## config.mk

```make
export PLATFORM = sky130hd
export DESIGN_NAME = pipeline_hazard_ctrl_flat
export DESIGN_NICKNAME = d
export VERILOG_FILES = /design/src/rtl/pipeline_hazard_ctrl_pkg.sv /design/src/rtl/pipeline_hazard_ctrl_if.sv /design/src/rtl/pipeline_hazard_ctrl_fwd.sv /design/src/rtl/pipeline_hazard_ctrl.sv /design/src/flat_wrapper.sv
export SDC_FILE = /design/constraint.sdc
export NUM_CORES = 1
export LEC_CHECK = 0
export CORE_MARGIN = 2
export CORE_UTILIZATION = 30
export DETAILED_ROUTE_END_ITERATION = 16
export PLACE_DENSITY_LB_ADDON = 0.12
export SLEW_MARGIN = 20
export SYNTH_ARGS = -nofsm -noshare
export SYNTH_HDL_FRONTEND = slang
export SYNTH_SLANG_ARGS = --single-unit
```

## constraint.sdc

```tcl
create_clock -name clk -period 2.95 [get_ports clk]
set_input_delay 0.59 -clock clk [delete_from_list [all_inputs] [get_ports clk]]
set_output_delay 0.59 -clock clk [all_outputs]
set_load 0.005 [all_outputs]
```

## src/rtl/pipeline_hazard_ctrl_pkg.sv

```systemverilog
// Shared types and constants for the RV32 pipeline hazard controller.
// Includes the forwarding-select helper used by hazard_fwd_unit.
package pipeline_ctrl_pkg;

  typedef enum logic [1:0] {
    RUN      = 2'd0,
    MEM_WAIT = 2'd1,
    MD_WAIT  = 2'd2
  } state_e;

  localparam logic [1:0]  FWD_RF    = 2'b00;
  localparam logic [1:0]  FWD_W     = 2'b01;
  localparam logic [1:0]  FWD_M     = 2'b10;
  localparam logic [1:0]  RES_LOAD  = 2'b01;
  localparam logic [31:0] NOP_INSTR = 32'h0000_0033;

  // M-stage result is younger than W, so it wins when both match; x0 never forwards.
  function automatic logic [1:0] fwd_sel(input logic       we_m,
                                         input logic [4:0] rd_m,
                                         input logic       we_w,
                                         input logic [4:0] rd_w,
                                         input logic [4:0] rs);
    logic [1:0] sel;
    sel = FWD_RF;
    if (we_m && (rd_m != 5'd0) && (rd_m == rs))
      sel = FWD_M;
    else if (we_w && (rd_w != 5'd0) && (rd_w == rs))
      sel = FWD_W;
    return sel;
  endfunction

endpackage

```

## src/rtl/pipeline_hazard_ctrl_if.sv

```systemverilog
// Hazard-control bundle between the pipeline datapath (master) and the
// stall/flush/forward controller (slave).
interface pipeline_hazard_ctrl_if;

  logic [4:0] Ra1D, Ra2D, Ra1E, Ra2E;
  logic [4:0] RdE, RdM, RdW;
  logic [1:0] ResultSrcE;
  logic       RegWriteM, RegWriteW;
  logic       PCSrcE;
  logic       dmem_req_M, dmem_ack;
  logic       md_start_E, md_done;

  logic       en_PC, en_FD, en_DE, en_EM, en_MW;
  logic       clr_FD, clr_DE;
  logic [1:0] ForwardAE, ForwardBE;
  logic       wait_timeout;

  modport master (
    output Ra1D, Ra2D, Ra1E, Ra2E, RdE, RdM, RdW, ResultSrcE,
           RegWriteM, RegWriteW, PCSrcE, dmem_req_M, dmem_ack,
           md_start_E, md_done,
    input  en_PC, en_FD, en_DE, en_EM, en_MW, clr_FD, clr_DE,
           ForwardAE, ForwardBE, wait_timeout
  );

  modport slave (
    input  Ra1D, Ra2D, Ra1E, Ra2E, RdE, RdM, RdW, ResultSrcE,
           RegWriteM, RegWriteW, PCSrcE, dmem_req_M, dmem_ack,
           md_start_E, md_done,
    output en_PC, en_FD, en_DE, en_EM, en_MW, clr_FD, clr_DE,
           ForwardAE, ForwardBE, wait_timeout
  );

endinterface

```

## src/rtl/pipeline_hazard_ctrl_fwd.sv

```systemverilog
// hazard_fwd_unit: purely combinational E-stage forwarding selects and
// load-use stall detection.
module hazard_fwd_unit
  import pipeline_ctrl_pkg::*;
(
  input  logic [4:0] Ra1D,
  input  logic [4:0] Ra2D,
  input  logic [4:0] Ra1E,
  input  logic [4:0] Ra2E,
  input  logic [4:0] RdE,
  input  logic [4:0] RdM,
  input  logic [4:0] RdW,
  input  logic [1:0] ResultSrcE,
  input  logic       RegWriteM,
  input  logic       RegWriteW,
  output logic [1:0] ForwardAE,
  output logic [1:0] ForwardBE,
  output logic       lw_stall
);

  assign ForwardAE = fwd_sel(RegWriteM, RdM, RegWriteW, RdW, Ra1E);
  assign ForwardBE = fwd_sel(RegWriteM, RdM, RegWriteW, RdW, Ra2E);

  // A load in E cannot forward to D in time, so the consumer must wait one cycle.
  assign lw_stall = (ResultSrcE == RES_LOAD) && (RdE != 5'd0) &&
                    ((RdE == Ra1D) || (RdE == Ra2D));

endmodule

```

## src/rtl/pipeline_hazard_ctrl.sv

```systemverilog
// Central stall/flush/forward controller for the 5-stage RV32 pipeline.
// Optional PIPE_PERF_CNT_EN adds stall_cycles/flush_count performance counters.
module pipeline_hazard_ctrl
  import pipeline_ctrl_pkg::*;
#(
  parameter int TIMEOUT = 255,
  parameter int WCNT_W  = 8
) (
  input  logic                 clk,
  input  logic                 n_rst,
`ifdef PIPE_PERF_CNT_EN
  output logic [31:0]          stall_cycles,
  output logic [31:0]          flush_count,
`endif
  pipeline_hazard_ctrl_if.slave hz
);

  localparam logic [1:0]        S_RUN      = RUN;
  localparam logic [1:0]        S_MEM_WAIT = MEM_WAIT;
  localparam logic [1:0]        S_MD_WAIT  = MD_WAIT;
  localparam logic [WCNT_W-1:0] CNT_LAST   = WCNT_W'(TIMEOUT - 1);

  logic [1:0]        state, state_nxt;
  logic [WCNT_W-1:0] wait_cnt;
  logic              lw_stall;
  logic              in_wait, wait_done, freeze, timeout;
  logic              mem_block, md_block;
  logic              en_pc_c, en_fd_c, en_de_c, en_em_c, en_mw_c;
  logic              clr_fd_c, clr_de_c;

  hazard_fwd_unit u_fwd (
    .Ra1D       (hz.Ra1D),
    .Ra2D       (hz.Ra2D),
    .Ra1E       (hz.Ra1E),
    .Ra2E       (hz.Ra2E),
    .RdE        (hz.RdE),
    .RdM        (hz.RdM),
    .RdW        (hz.RdW),
    .ResultSrcE (hz.ResultSrcE),
    .RegWriteM  (hz.RegWriteM),
    .RegWriteW  (hz.RegWriteW),
    .ForwardAE  (hz.ForwardAE),
    .ForwardBE  (hz.ForwardBE),
    .lw_stall   (lw_stall)
  );

  // A completion seen in the same cycle as the request never enters a wait state.
  always_comb begin
    mem_block = hz.dmem_req_M && !hz.dmem_ack;
    md_block  = hz.md_start_E && !hz.md_done;
    in_wait   = (state != S_RUN);
    wait_done = ((state == S_MEM_WAIT) && hz.dmem_ack) ||
                ((state == S_MD_WAIT)  && hz.md_done);
    freeze    = in_wait ? !wait_done : (mem_block || md_block);
    timeout   = in_wait && !wait_done && (wait_cnt == CNT_LAST);
  end

  always_comb begin
    state_nxt = S_RUN;
    case (state)
      S_RUN: begin
        if (mem_block)
          state_nxt = S_MEM_WAIT;
        else if (md_block)
          state_nxt = S_MD_WAIT;
      end
      S_MEM_WAIT: state_nxt = (hz.dmem_ack || timeout) ? S_RUN : S_MEM_WAIT;
      S_MD_WAIT:  state_nxt = (hz.md_done  || timeout) ? S_RUN : S_MD_WAIT;
      default:    state_nxt = S_RUN;
    endcase
  end

  always_ff @(posedge clk or negedge n_rst) begin
    if (!n_rst) begin
      state    <= S_RUN;
      wait_cnt <= '0;
    end else begin
      state <= state_nxt;
      if (!in_wait || (state_nxt == S_RUN))
        wait_cnt <= '0;
      else
        wait_cnt <= wait_cnt + 1'b1;
    end
  end

  // A flush arriving while frozen is simply not acted on yet; PCSrcE stays held upstream.
  always_comb begin
    en_pc_c  = 1'b1;
    en_fd_c  = 1'b1;
    en_de_c  = 1'b1;
    en_em_c  = 1'b1;
    en_mw_c  = 1'b1;
    clr_fd_c = 1'b0;
    clr_de_c = 1'b0;
    if (freeze) begin
      en_pc_c = 1'b0;
      en_fd_c = 1'b0;
      en_de_c = 1'b0;
      en_em_c = 1'b0;
      en_mw_c = 1'b0;
    end else if (hz.PCSrcE) begin
      clr_fd_c = 1'b1;
      clr_de_c = 1'b1;
    end else if (lw_stall) begin
      en_pc_c  = 1'b0;
      en_fd_c  = 1'b0;
      clr_de_c = 1'b1;
    end
  end

  assign hz.en_PC        = en_pc_c;
  assign hz.en_FD        = en_fd_c;
  assign hz.en_DE        = en_de_c;
  assign hz.en_EM        = en_em_c;
  assign hz.en_MW        = en_mw_c;
  assign hz.clr_FD       = clr_fd_c;
  assign hz.clr_DE       = clr_de_c;
  assign hz.wait_timeout = timeout;

`ifdef PIPE_PERF_CNT_EN
  always_ff @(posedge clk or negedge n_rst) begin
    if (!n_rst) begin
      stall_cycles <= '0;
      flush_count  <= '0;
    end else begin
      if (!en_pc_c)
        stall_cycles <= stall_cycles + 32'd1;
      if (clr_fd_c)
        flush_count <= flush_count + 32'd1;
    end
  end
`endif

endmodule

```

## src/flat_wrapper.sv

```systemverilog
// flat-port wrapper written by rule: the top's interface ports become plain ports
module pipeline_hazard_ctrl_flat import pipeline_ctrl_pkg::*;
#(
  parameter int TIMEOUT = 255,
  parameter int WCNT_W  = 8
)
  (clk, n_rst, hz_Ra1D, hz_Ra2D, hz_Ra1E, hz_Ra2E, hz_RdE, hz_RdM, hz_RdW, hz_ResultSrcE, hz_RegWriteM, hz_RegWriteW, hz_PCSrcE, hz_dmem_req_M, hz_dmem_ack, hz_md_start_E, hz_md_done, hz_en_PC, hz_en_FD, hz_en_DE, hz_en_EM, hz_en_MW, hz_clr_FD, hz_clr_DE, hz_ForwardAE, hz_ForwardBE, hz_wait_timeout);
  pipeline_hazard_ctrl_if hz_i ();
  input  logic clk;
  input  logic n_rst;
  input wire logic [$bits(hz_i.Ra1D)-1:0] hz_Ra1D;
  input wire logic [$bits(hz_i.Ra2D)-1:0] hz_Ra2D;
  input wire logic [$bits(hz_i.Ra1E)-1:0] hz_Ra1E;
  input wire logic [$bits(hz_i.Ra2E)-1:0] hz_Ra2E;
  input wire logic [$bits(hz_i.RdE)-1:0] hz_RdE;
  input wire logic [$bits(hz_i.RdM)-1:0] hz_RdM;
  input wire logic [$bits(hz_i.RdW)-1:0] hz_RdW;
  input wire logic [$bits(hz_i.ResultSrcE)-1:0] hz_ResultSrcE;
  input wire logic [$bits(hz_i.RegWriteM)-1:0] hz_RegWriteM;
  input wire logic [$bits(hz_i.RegWriteW)-1:0] hz_RegWriteW;
  input wire logic [$bits(hz_i.PCSrcE)-1:0] hz_PCSrcE;
  input wire logic [$bits(hz_i.dmem_req_M)-1:0] hz_dmem_req_M;
  input wire logic [$bits(hz_i.dmem_ack)-1:0] hz_dmem_ack;
  input wire logic [$bits(hz_i.md_start_E)-1:0] hz_md_start_E;
  input wire logic [$bits(hz_i.md_done)-1:0] hz_md_done;
  output wire logic [$bits(hz_i.en_PC)-1:0] hz_en_PC;
  output wire logic [$bits(hz_i.en_FD)-1:0] hz_en_FD;
  output wire logic [$bits(hz_i.en_DE)-1:0] hz_en_DE;
  output wire logic [$bits(hz_i.en_EM)-1:0] hz_en_EM;
  output wire logic [$bits(hz_i.en_MW)-1:0] hz_en_MW;
  output wire logic [$bits(hz_i.clr_FD)-1:0] hz_clr_FD;
  output wire logic [$bits(hz_i.clr_DE)-1:0] hz_clr_DE;
  output wire logic [$bits(hz_i.ForwardAE)-1:0] hz_ForwardAE;
  output wire logic [$bits(hz_i.ForwardBE)-1:0] hz_ForwardBE;
  output wire logic [$bits(hz_i.wait_timeout)-1:0] hz_wait_timeout;
  assign hz_i.Ra1D = hz_Ra1D;
  assign hz_i.Ra2D = hz_Ra2D;
  assign hz_i.Ra1E = hz_Ra1E;
  assign hz_i.Ra2E = hz_Ra2E;
  assign hz_i.RdE = hz_RdE;
  assign hz_i.RdM = hz_RdM;
  assign hz_i.RdW = hz_RdW;
  assign hz_i.ResultSrcE = hz_ResultSrcE;
  assign hz_i.RegWriteM = hz_RegWriteM;
  assign hz_i.RegWriteW = hz_RegWriteW;
  assign hz_i.PCSrcE = hz_PCSrcE;
  assign hz_i.dmem_req_M = hz_dmem_req_M;
  assign hz_i.dmem_ack = hz_dmem_ack;
  assign hz_i.md_start_E = hz_md_start_E;
  assign hz_i.md_done = hz_md_done;
  assign hz_en_PC = hz_i.en_PC;
  assign hz_en_FD = hz_i.en_FD;
  assign hz_en_DE = hz_i.en_DE;
  assign hz_en_EM = hz_i.en_EM;
  assign hz_en_MW = hz_i.en_MW;
  assign hz_clr_FD = hz_i.clr_FD;
  assign hz_clr_DE = hz_i.clr_DE;
  assign hz_ForwardAE = hz_i.ForwardAE;
  assign hz_ForwardBE = hz_i.ForwardBE;
  assign hz_wait_timeout = hz_i.wait_timeout;
  pipeline_hazard_ctrl #(.TIMEOUT(TIMEOUT), .WCNT_W(WCNT_W)) u_core (.clk(clk), .n_rst(n_rst), .hz(hz_i));
endmodule
```

# Word level (Yosys, flattened, before mapping)

Index checks and enable logic that the tools add are counted.

Reductions and logical operators: 30
Eq/ne operators: 10
Multiplexer cells: 20
Add/subtract/negate cells: 1

Operator list:

| cell                  | number |
|---|---|
| $eq A5 B5 Y1          | 6 |
| $reduce_bool A5 Y1    | 3 |
| $logic_and A1 B1 Y1   | 14 |
| $mux W1               | 13 |
| $mux W2               | 5 |
| $add A8 B1 Y8 const B | 1 |
| $eq A8 B8 Y1 const B  | 1 |
| $mux W8               | 1 |
| $logic_or A1 B1 Y1    | 6 |
| $pmux W2 S3           | 1 |
| $eq A2 B1 Y1 const B  | 2 |
| $logic_not A1 Y1      | 4 |
| $logic_not A2 Y1      | 2 |
| $eq A2 B2 Y1 const B  | 1 |
| $reduce_bool A2 Y1    | 1 |

Logic and storage cells: 63
Input bits: 46
Output and inout bits: 12
Bits in registers: 10

# Depth between registers and ports, before layout

Gate-level depths: netlist (run 1).

Word-level depth: 12
Mapped depth: 6
Gate-level depth less buffers: 5

# Modules after synthesis

From an unflattened synthesis (run 1), not the netlist that was laid out.

Cells, all modules: 119
Area total of the unflattened synthesis: 1048.5 um2

Modules (own cells, without submodules):

| module               | instances | seq. area each (um2) | area an instance (um2) | cells an instance |
|---|---|---|---|---|
| pipeline_hazard_ctrl | 1         | 250.2                | 650.6                  | 69 |
| hazard_fwd_unit      | 1         | 0.0                  | 397.9                  | 50 |

# Worst setup path before layout (run 1)

No wires, ideal clock.

Path type: in2out
From: input hz_RdM[1]
To: output hz_ForwardAE[0]
Data arrival time: 1614 ps
Data required time: 2360 ps
Cell stages on the path: 4
Path buffers: 0
Slack: 746 ps
Cell sequence: or4_4 > o21ai_2 > nor4_1 > nor4_2

Cells in the longest elaborated chain, start to end: 4
Elaborated cells on any way between the ends: 5
Classes of those cells: eq/ne: 1; mux: 1; reduce/logical: 3

Ends and longest elaborated chain:

| item                    | RTL line                       | RTL |
|---|---|---|
| start, declared         | flat_wrapper.sv:16             | `input wire logic [$bits(hz_i.RdM)-1:0] hz_RdM;` |
| $reduce_bool A5 Y1      | pipeline_hazard_ctrl_pkg.sv:25 | `if (we_m && (rd_m != 5'd0) && (rd_m == rs))` |
| $logic_and A1 B1 Y1     | pipeline_hazard_ctrl_pkg.sv:25 |  |
| $logic_and A1 B1 Y1 (*) | pipeline_hazard_ctrl_pkg.sv:25 |  |
| $mux W2 (*)             | pipeline_hazard_ctrl_pkg.sv:25 |  |
| end, declared           | flat_wrapper.sv:33             | `output wire logic [$bits(hz_i.ForwardAE)-1:0] hz_ForwardAE;` |

Every way passes the cells marked *; elsewhere a longest branch is shown, timed or not.

# Worst setup path in the final report (run 1)

From: input hz_RdM[1]
To: output hz_ForwardBE[1]

Cells in the longest elaborated chain, start to end: 4
Elaborated cells on any way between the ends: 5
Classes of those cells: eq/ne: 1; mux: 1; reduce/logical: 3

Ends and longest elaborated chain:

| item                    | RTL line                       | RTL |
|---|---|---|
| $reduce_bool A5 Y1      | pipeline_hazard_ctrl_pkg.sv:25 |  |
| $logic_and A1 B1 Y1     | pipeline_hazard_ctrl_pkg.sv:25 |  |
| $logic_and A1 B1 Y1 (*) | pipeline_hazard_ctrl_pkg.sv:25 |  |
| $mux W2 (*)             | pipeline_hazard_ctrl_pkg.sv:25 |  |
| end, declared           | flat_wrapper.sv:34             | `output wire logic [$bits(hz_i.ForwardBE)-1:0] hz_ForwardBE;` |

Marks and branches as above.

==> metrics.md, run 1 <==
| Metric | Value |
|---|---|
| Most common cell after layout, fill and taps aside | `clkdlybuf4s50_1` |
| Compound-Gate Fraction of Synth Area | `11.0%` |
| Worst EP arrival | `roughly 2.3 ns` |
| Async set or reset register ratio after synthesis | `100%` |
| Largest family of logic cells by synthesized area | `XOR/XNOR gates` |
| Reg2Reg Setup Slack | `approximately 1.7 ns` |
| Run status | `complete, no violations` |
| CP Capture Type | `primary output` |
| CTS Root Cell | `clkbuf_4` |
| Commonest cells after routing, fill and taps aside | `clkdlybuf4s50_1, xor2_1, xnor2_1, nor2_1` |
| Worst-path maximum fanout | `2` |
| Final setup fails | `0` |
| Max cap viols | `0` |
| Placed cells | `221` |
| Sw power | `roughly 130 uW` |
| IR Drop Worst-Case VDD | `about 0.29 mV` |
| Most Crowded Layer GR | `met2` |
| Static Leak | `approximately 0.7 nW` |
| CP Launch Type | `input port` |
| Final non-filler cell area | `about 0.0017 sq mm` |
| Total CTS buffers | `3` |
| Met3 Use GR | `about 4.3%` |
| RR Startpoint | `u_core.wait_cnt[2]` |
| Worst EP required | `between 2 and 2.5 ns` |
| Share of layout cells above drive strength 1 | `about 14%` |
| Comb power frac | `a little over two fifths` |
| Overall Global Routing Usage | `~16%` |
| Worst-Skew Late Latency | `between 0.2 and 0.3 ns` |
| IO Port Bufs | `57` |
| Synth Flop Type | `dfrtp_1` |
| Die Span X | `60.8 microns` |
| Util after Layout | `56.2%` |
| Sequential area share after synthesis | `approximately 26%` |
| Hold Crit Depth | `2` |
| Post-synth top area cell | `dfrtp_1` |
| Hold Path Class | `reg -> reg` |
| Slew @ Worst Pin | `0.462 ns` |
| First-pass GRT wire length | `4350 microns` |
| Crit path top cell by count | `clkdlybuf4s50_1` |
| Post-CTS Setup Inserts | `0` |
| CTS Buffer Depth | `2` |
| Core Rows | `20` |
| Max Slew Vio Count | `0` |
| Post-synth top area share | `between 20% and 30%` |
| Placer Congestion | `~0.87` |
| Sequential share of power | `a little under a third` |
| Adder-Cell Fraction of Synth Area | `~2.6%` |
| Worst path top cell family by delay | `buffers and inverters` |
| Hold path endpoint | `u_core.wait_cnt[5]` |
| Initial antenna violation count | `0` |
| Vias in the first global route | `about 1,000` |
| Final Hold Violating Endpoints | `0` |
| Cell Chain, Critical Path | `clkdlybuf4s50_1 > or4_4 > o21ai_4 > nor4_4 > clkdlybuf4s50_1` |
| Clock transition at path regs | `0.07 ns` |
| Met1 global-route usage | `between 10% and 20%` |
| Final Critical Period | `just under 3 ns` |
| First-pass DRT Iterations | `4` |
| Stages on worst setup path | `5` |
| Final worst slack | `0.0359 ns` |
| Diode count | `0` |
| Min-Delay Startpoint | `u_core.wait_cnt[5]` |
| Layout Skew | `0.00431 ns` |
| Yosys reg bits | `10` |
| Post-route setup TNS | `0 ns` |
| Pint | `roughly 340 uW` |
| Post-Route WL | `about 2800 microns` |
| Ranking of synthesized cells by area | `dfrtp_1, xor2_1, xnor2_1, nor2_1, nand3_1` |
| # clock sinks | `10` |
| CTS tree | `yes` |
| DP Wirelength | `2320 microns` |
| RR Endpoint | `u_core.state[0]` |
| Hold-fix buffers, CTS | `0` |
| Area Overhead vs Synth | `77.1%` |
| Peak Freq | `about 340 MHz` |
| Peak per-stage delay on the critical path | `0.56 ns` |
| Largest net degree at the start of global routing | `11` |
| Initial drt markers | `33` |
| Post-synth EDFFs | `0` |
| Slowest-stage cell, CP | `or4_4` |
| Cell Area, Synth | `968 sq um` |
| Period utilisation layout | `~99%` |
| Post-route DRC | `0` |
| Clock power frac | `25.4%` |
| Worst path bufs/invs | `2` |
| Synth Instances | `114` |
| Slew Limit Headroom | `just under 70%` |
| Post-Place Setup Slack | `-0.282 ns` |
| Net Sw Frac | `between 20 and 30%` |
| R2r worst-path depth | `4` |
| Routed WL per cell | `around 12 microns` |
| Post-synthesis cell type count | `30` |
| Final-stage net count | `230` |
| Mapped Avg Cell Area | `between 8 and 9 sq um` |
| Met2 usage | `~29%` |
| Post-Syn Nets | `between 150 and 200` |
| Fin cells | `about 230` |
| Die height | `60.8 microns` |
| IO Pins | `just under 60` |
| Multiplexer area fraction after synthesis | `0%` |
| Post-Synth XOR/XNOR Area | `roughly a third` |
| Via density | `4.68` |
| Worst hold margin | `approximately 0.54 ns` |
| Post-synthesis simple-gate area fraction | `around a quarter` |
| Routed Antenna Nets | `0` |
| YS warnings | `0` |
| P per Cell Area | `between 200 and 300 mW/mm^2` |
| Total power draw | `475 uW` |
| DR vias | `between 1,000 and 1,500` |
| CP Class | `in -> out` |
| H-tree depth reported by CTS | `1` |
| Core ar. | `~0.003 sq mm` |
| Placed Area | `around 0.0016 sq mm` |
| Grt total ovfl | `0` |
| Die ar. | `between 0.003 and 0.004 sq mm` |
| Initial Utilization | `31.7%` |
-- flip-flops by register name, indices dropped and copies added, names as in the netlist --
signal,cells
u_core.wait_cnt,8
u_core.state,2
-- kinds of logic (layout without fill, tap and decap cells) --
logic type	Yosys count	in the layout
flip-flops	10	10
AND/OR/NAND/NOR	41	41
adder cells (fa/ha/maj)	2	2
AO/OA/AOI/OAI	16	16
XOR/XNOR	36	36
buffers and inverters	9	76
-- worst max-delay path by stage --
stage,from,to,slack (ns)
after floorplan,hz_RdM[1],hz_ForwardAE[0],0.75
after global placement,hz_RdM[2],hz_ForwardBE[0],-0.26
after detailed placement,hz_RdM[2],hz_ForwardAE[0],-0.28
after CTS,hz_dmem_ack,hz_clr_DE,0.02
after global routing,hz_RdM[1],hz_ForwardBE[1],-0.01
final,hz_RdM[1],hz_ForwardBE[1],0.04
-- synth_stat cells, types with 3 or more instances --
library cell / count
nand3_1: 7
nand2_1: 5
nand2b_1: 3
or4_1: 3
buf_4: 3
a21oi_1: 4
dfrtp_1: 10
inv_1: 5
xnor2_1: 17
xor2_1: 19
nor2_1: 12
-- routing by layer --
| metal | wire (microns) | vias to the layer above |
|---|---|---|
| li1 | - | 531 |
| met1 | 1170 | 485 |
| met2 | 1360 | 35 |
| met3 | 228 | 2 |
| met4 | 7 | 0 |
| met5 | 0 | - |
-- tightest hold or removal path: cells and delay by family, from the launching register on --
family / cells / cell delay [ns]
xor+xnor: 1 / 0.07
flops: 1 / 0.36
simple gates: 1 / 0.07
-- timing repair --
item,in CTS,in global routing
pin swaps,2,5
gates resized for setup,7,13
cloned,0,0
endpoints found under the setup margin,4,10
-- cell type report --
cell class / count / area [sq um]
well taps: 44 / 55.1
flip-flops and latches: 10 / 250
inverters: 5 / 18.8
multi-input cells: 95 / 721
clock buffers: 4 / 36.3
fillers: 285 / 1340
repair buffers: 67 / 634
-- power by group through the flow --
| stage | clock, mW | combinational (mW) | sequential [mW] |
|---|---|---|---|
| 3_3_place_gp | 0 | 0.196 | 0.152 |
| 5_1_grt | 0.136 | 0.222 | 0.151 |
| 6_report | 0.121 | 0.205 | 0.150 |
| 4_1_cts | 0.127 | 0.199 | 0.149 |
| 2_1_floorplan | 0 | 0.0795 | 0.148 |
| 3_5_place_dp | 0 | 0.198 | 0.152 |
Note: power is estimated with default switching activity, not from simulation.
==> inputs of run 2 (changes only) <==
==> constraint.sdc (replaced) <==
create_clock -name clk -period 3.4 [get_ports clk]
set_input_delay 0.68 -clock clk [delete_from_list [all_inputs] [get_ports clk]]
set_output_delay 0.68 -clock clk [all_outputs]
set_load 0.005 [all_outputs]
==> metrics.md, run 2 (same netlist as run 1, synthesis figures left out) <==
| Metric | Value |
|---|---|
| Die Span X | `60.8 microns (unchanged)` |
| IO Port Bufs | `57 (unchanged)` |
| Net Sw Frac | `27.9% (-0.15 points)` |
| Share of layout cells above drive strength 1 | `7.91% (-6.5 points)` |
| Core Rows | `20 (unchanged)` |
| DR vias | `1,013 (-3.8%)` |
| Post-CTS sizing | `0 (-7)` |
| Post-Route WL | `2690 microns (-2.8%)` |
| # clock sinks | `10 (unchanged)` |
| Run status | `complete, no violations` |
| Comb power frac | `44.8% (+1.7 points)` |
| Final setup fails | `0 (unchanged)` |
| First-pass DRT Iterations | `4 (unchanged)` |
| Final non-filler cell area | `0.00165 sq mm (-3.9%)` |
| Worst-path maximum fanout | `2 (unchanged)` |
| Pint | `268 uW (-22%)` |
| DP Wirelength | `2320 microns (about the same)` |
| CTS tree | `yes` |
| Slew @ Worst Pin | `0.456 ns (-0.00623 ns)` |
| Placed Area | `0.00162 sq mm (-1.4%)` |
| CP Launch Type | `input port` |
| Largest register FFs | `8 (unchanged)` |
| Worst EP required | `2.72 ns (+0.36 ns)` |
| Peak Freq | `around 310 MHz` |
| Met3 wire length | `166 microns (-27%)` |
| Placed cells | `218 (-1.4%)` |
| Met2 wire len | `1270 microns (-6.6%)` |
| Max cap viols | `0 (unchanged)` |
| Post-Place Setup Slack | `0.0368 ns (+0.319 ns)` |
| Final worst slack | `0.219 ns (+0.183 ns)` |
| First-pass GRT wire length | `4420 microns (+1.6%)` |
| Core ar. | `0.00305 sq mm (unchanged)` |
| Hold-fix buffers, CTS | `0 (unchanged)` |
| Final Hold Violating Endpoints | `0 (unchanged)` |
| Initial Utilization | `31.7% (unchanged)` |
| IR Drop Worst-Case VDD | `0.179 mV (-38%)` |
| Overall Global Routing Usage | `15.7% (-0.088 points)` |
| Area Overhead vs Synth | `70.2%` |
| Sw power | `103 uW (-22%)` |
| Initial drt markers | `33 (unchanged)` |
| Die ar. | `0.00370 sq mm (unchanged)` |
| Worst-Skew Late Latency | `0.25 ns (about the same)` |
| Period utilisation layout | `between 90 and 100%` |
| P per Cell Area | `225 mW/mm^2 (-19%)` |
| Post-route DRC | `0 (unchanged)` |
| Sequential share of power | `35.0% (+3.5 points)` |
| Final Critical Period | `around 3.2 ns` |
| Routed Antenna Nets | `0 (unchanged)` |
| Layout Skew | `0.00145 ns (-0.00286 ns)` |
| Routed WL per cell | `12.2 microns (-1.0%)` |
| Initial antenna violation count | `0 (unchanged)` |
| Vias in the first global route | `1,053 (+4.5%)` |
| M1 wire length | `1250 microns (+7.0%)` |
| Util after Layout | `54.0% (-2.2 points)` |
| Fin cells | `221 (-1.8%)` |
| Post-route setup TNS | `0 ns (unchanged)` |
| CTS Root Cell | `clkbuf_4` |
| Post-CTS Setup Inserts | `0 (unchanged)` |
| Largest net degree at the start of global routing | `11 (unchanged)` |
| Total CTS buffers | `3 (unchanged)` |
| Fillcell total | `296 (+3.9%)` |
| Worst hold margin | `0.545 ns (+0.00278 ns)` |
| Slew Limit Headroom | `69.5% (+0.42 points)` |
| Grt total ovfl | `0 (unchanged)` |
| Static Leak | `0.684 nW (-2.4%)` |
| Max Slew Vio Count | `0 (unchanged)` |
| Total power draw | `371 uW (-22%)` |
| Die height | `60.8 microns (unchanged)` |
| Biggest register | `u_core.wait_cnt` |
| Diode count | `0 (unchanged)` |
| Via density | `4.58 (-2.1%)` |
| RSZ-0062 raised after global routing | `no` |
| H-tree depth reported by CTS | `1 (unchanged)` |
| CP Class | `in -> out` |
| Most common cell after layout, fill and taps aside | `clkdlybuf4s50_1` |
| IO Pins | `58 (unchanged)` |
| CP Capture Type | `primary output` |
| Biggest regs | `u_core.wait_cnt: 8 flops, u_core.state: 2 flops` |
| Commonest cells after routing, fill and taps aside | `clkdlybuf4s50_1, xor2_1, xnor2_1, nor2_1, dfrtp_1` |
| Max layer used | `met3` |
| CTS Buffer Depth | `2 (unchanged)` |
| Clock transition at path regs | `0.06 ns (about the same)` |
| Worst EP arrival | `2.50 ns (+0.18 ns)` |
| Final-stage net count | `227 (-1.3%)` |
| Placer Congestion | `0.935 (+7.6%)` |
| Clock power frac | `20.1% (-5.3 points)` |
| Hold Path Class | `reg -> reg` |
-- run 2: changes by cell type in the layout (fill, tap and decap cells not counted), moves of 2 or more --
cell,change
buf_4,-3
dlygate4sd2_1,-3
nor4_1,+2
clkdlybuf4s50_1,+4
-- run 2: final cells by class --
cell class / instances / area [sq um] / share of cell area, %
Tap cell: 44 / 55.1 / 3.34
Inverter: 5 / 18.8 / 1.14
Sequential cell: 10 / 250 / 15.2
Timing Repair Buffer: 64 / 628 / 38.1
Multi-Input combinational cell: 95 / 673 / 40.9
Clock buffer: 3 / 22.5 / 1.37
-- run 2: final timing paths --
path / from / slack, ns / cells after the start / endpoint
min reg2reg: u_core.wait_cnt[0] / 0.54 / 1 / u_core.wait_cnt[0]
max: hz_RdM[2] / 0.22 / 6 / hz_ForwardBE[1]
min in group asynchronous: n_rst / 0.74 / 1 / u_core.wait_cnt[5]
max reg2reg: u_core.wait_cnt[2] / 2.15 / 4 / u_core.state[0]
min: u_core.wait_cnt[0] / 0.54 / 1 / u_core.wait_cnt[0]
max in group asynchronous: n_rst / 2.34 / 1 / u_core.wait_cnt[7]
-- run 2: power by group through the flow --
stage / Clock [mW] / Sequential, mW / Combinational (mW)
2_1_floorplan: 0 / 0.129 / 0.0690
3_3_place_gp: 0 / 0.132 / 0.165
3_5_place_dp: 0 / 0.132 / 0.167
4_1_cts: 0.0812 / 0.130 / 0.168
5_1_grt: 0.0853 / 0.131 / 0.182
6_report: 0.0747 / 0.130 / 0.166
-- run 2: critical path: stages --
cell and delay (ns):
clkdlybuf4s50_1 0.44, buf_4 0.16, xnor2_1 0.14, nand3_1 0.10, nor4_1 0.40, clkdlybuf4s50_1 0.58
-- run 2: metal layers --
layer	up-vias	global-route usage (%)
li1	524	-
met5	-	0
met1	455	20.1
met3	0	1.49
met2	34	28.7
met4	0	2.80
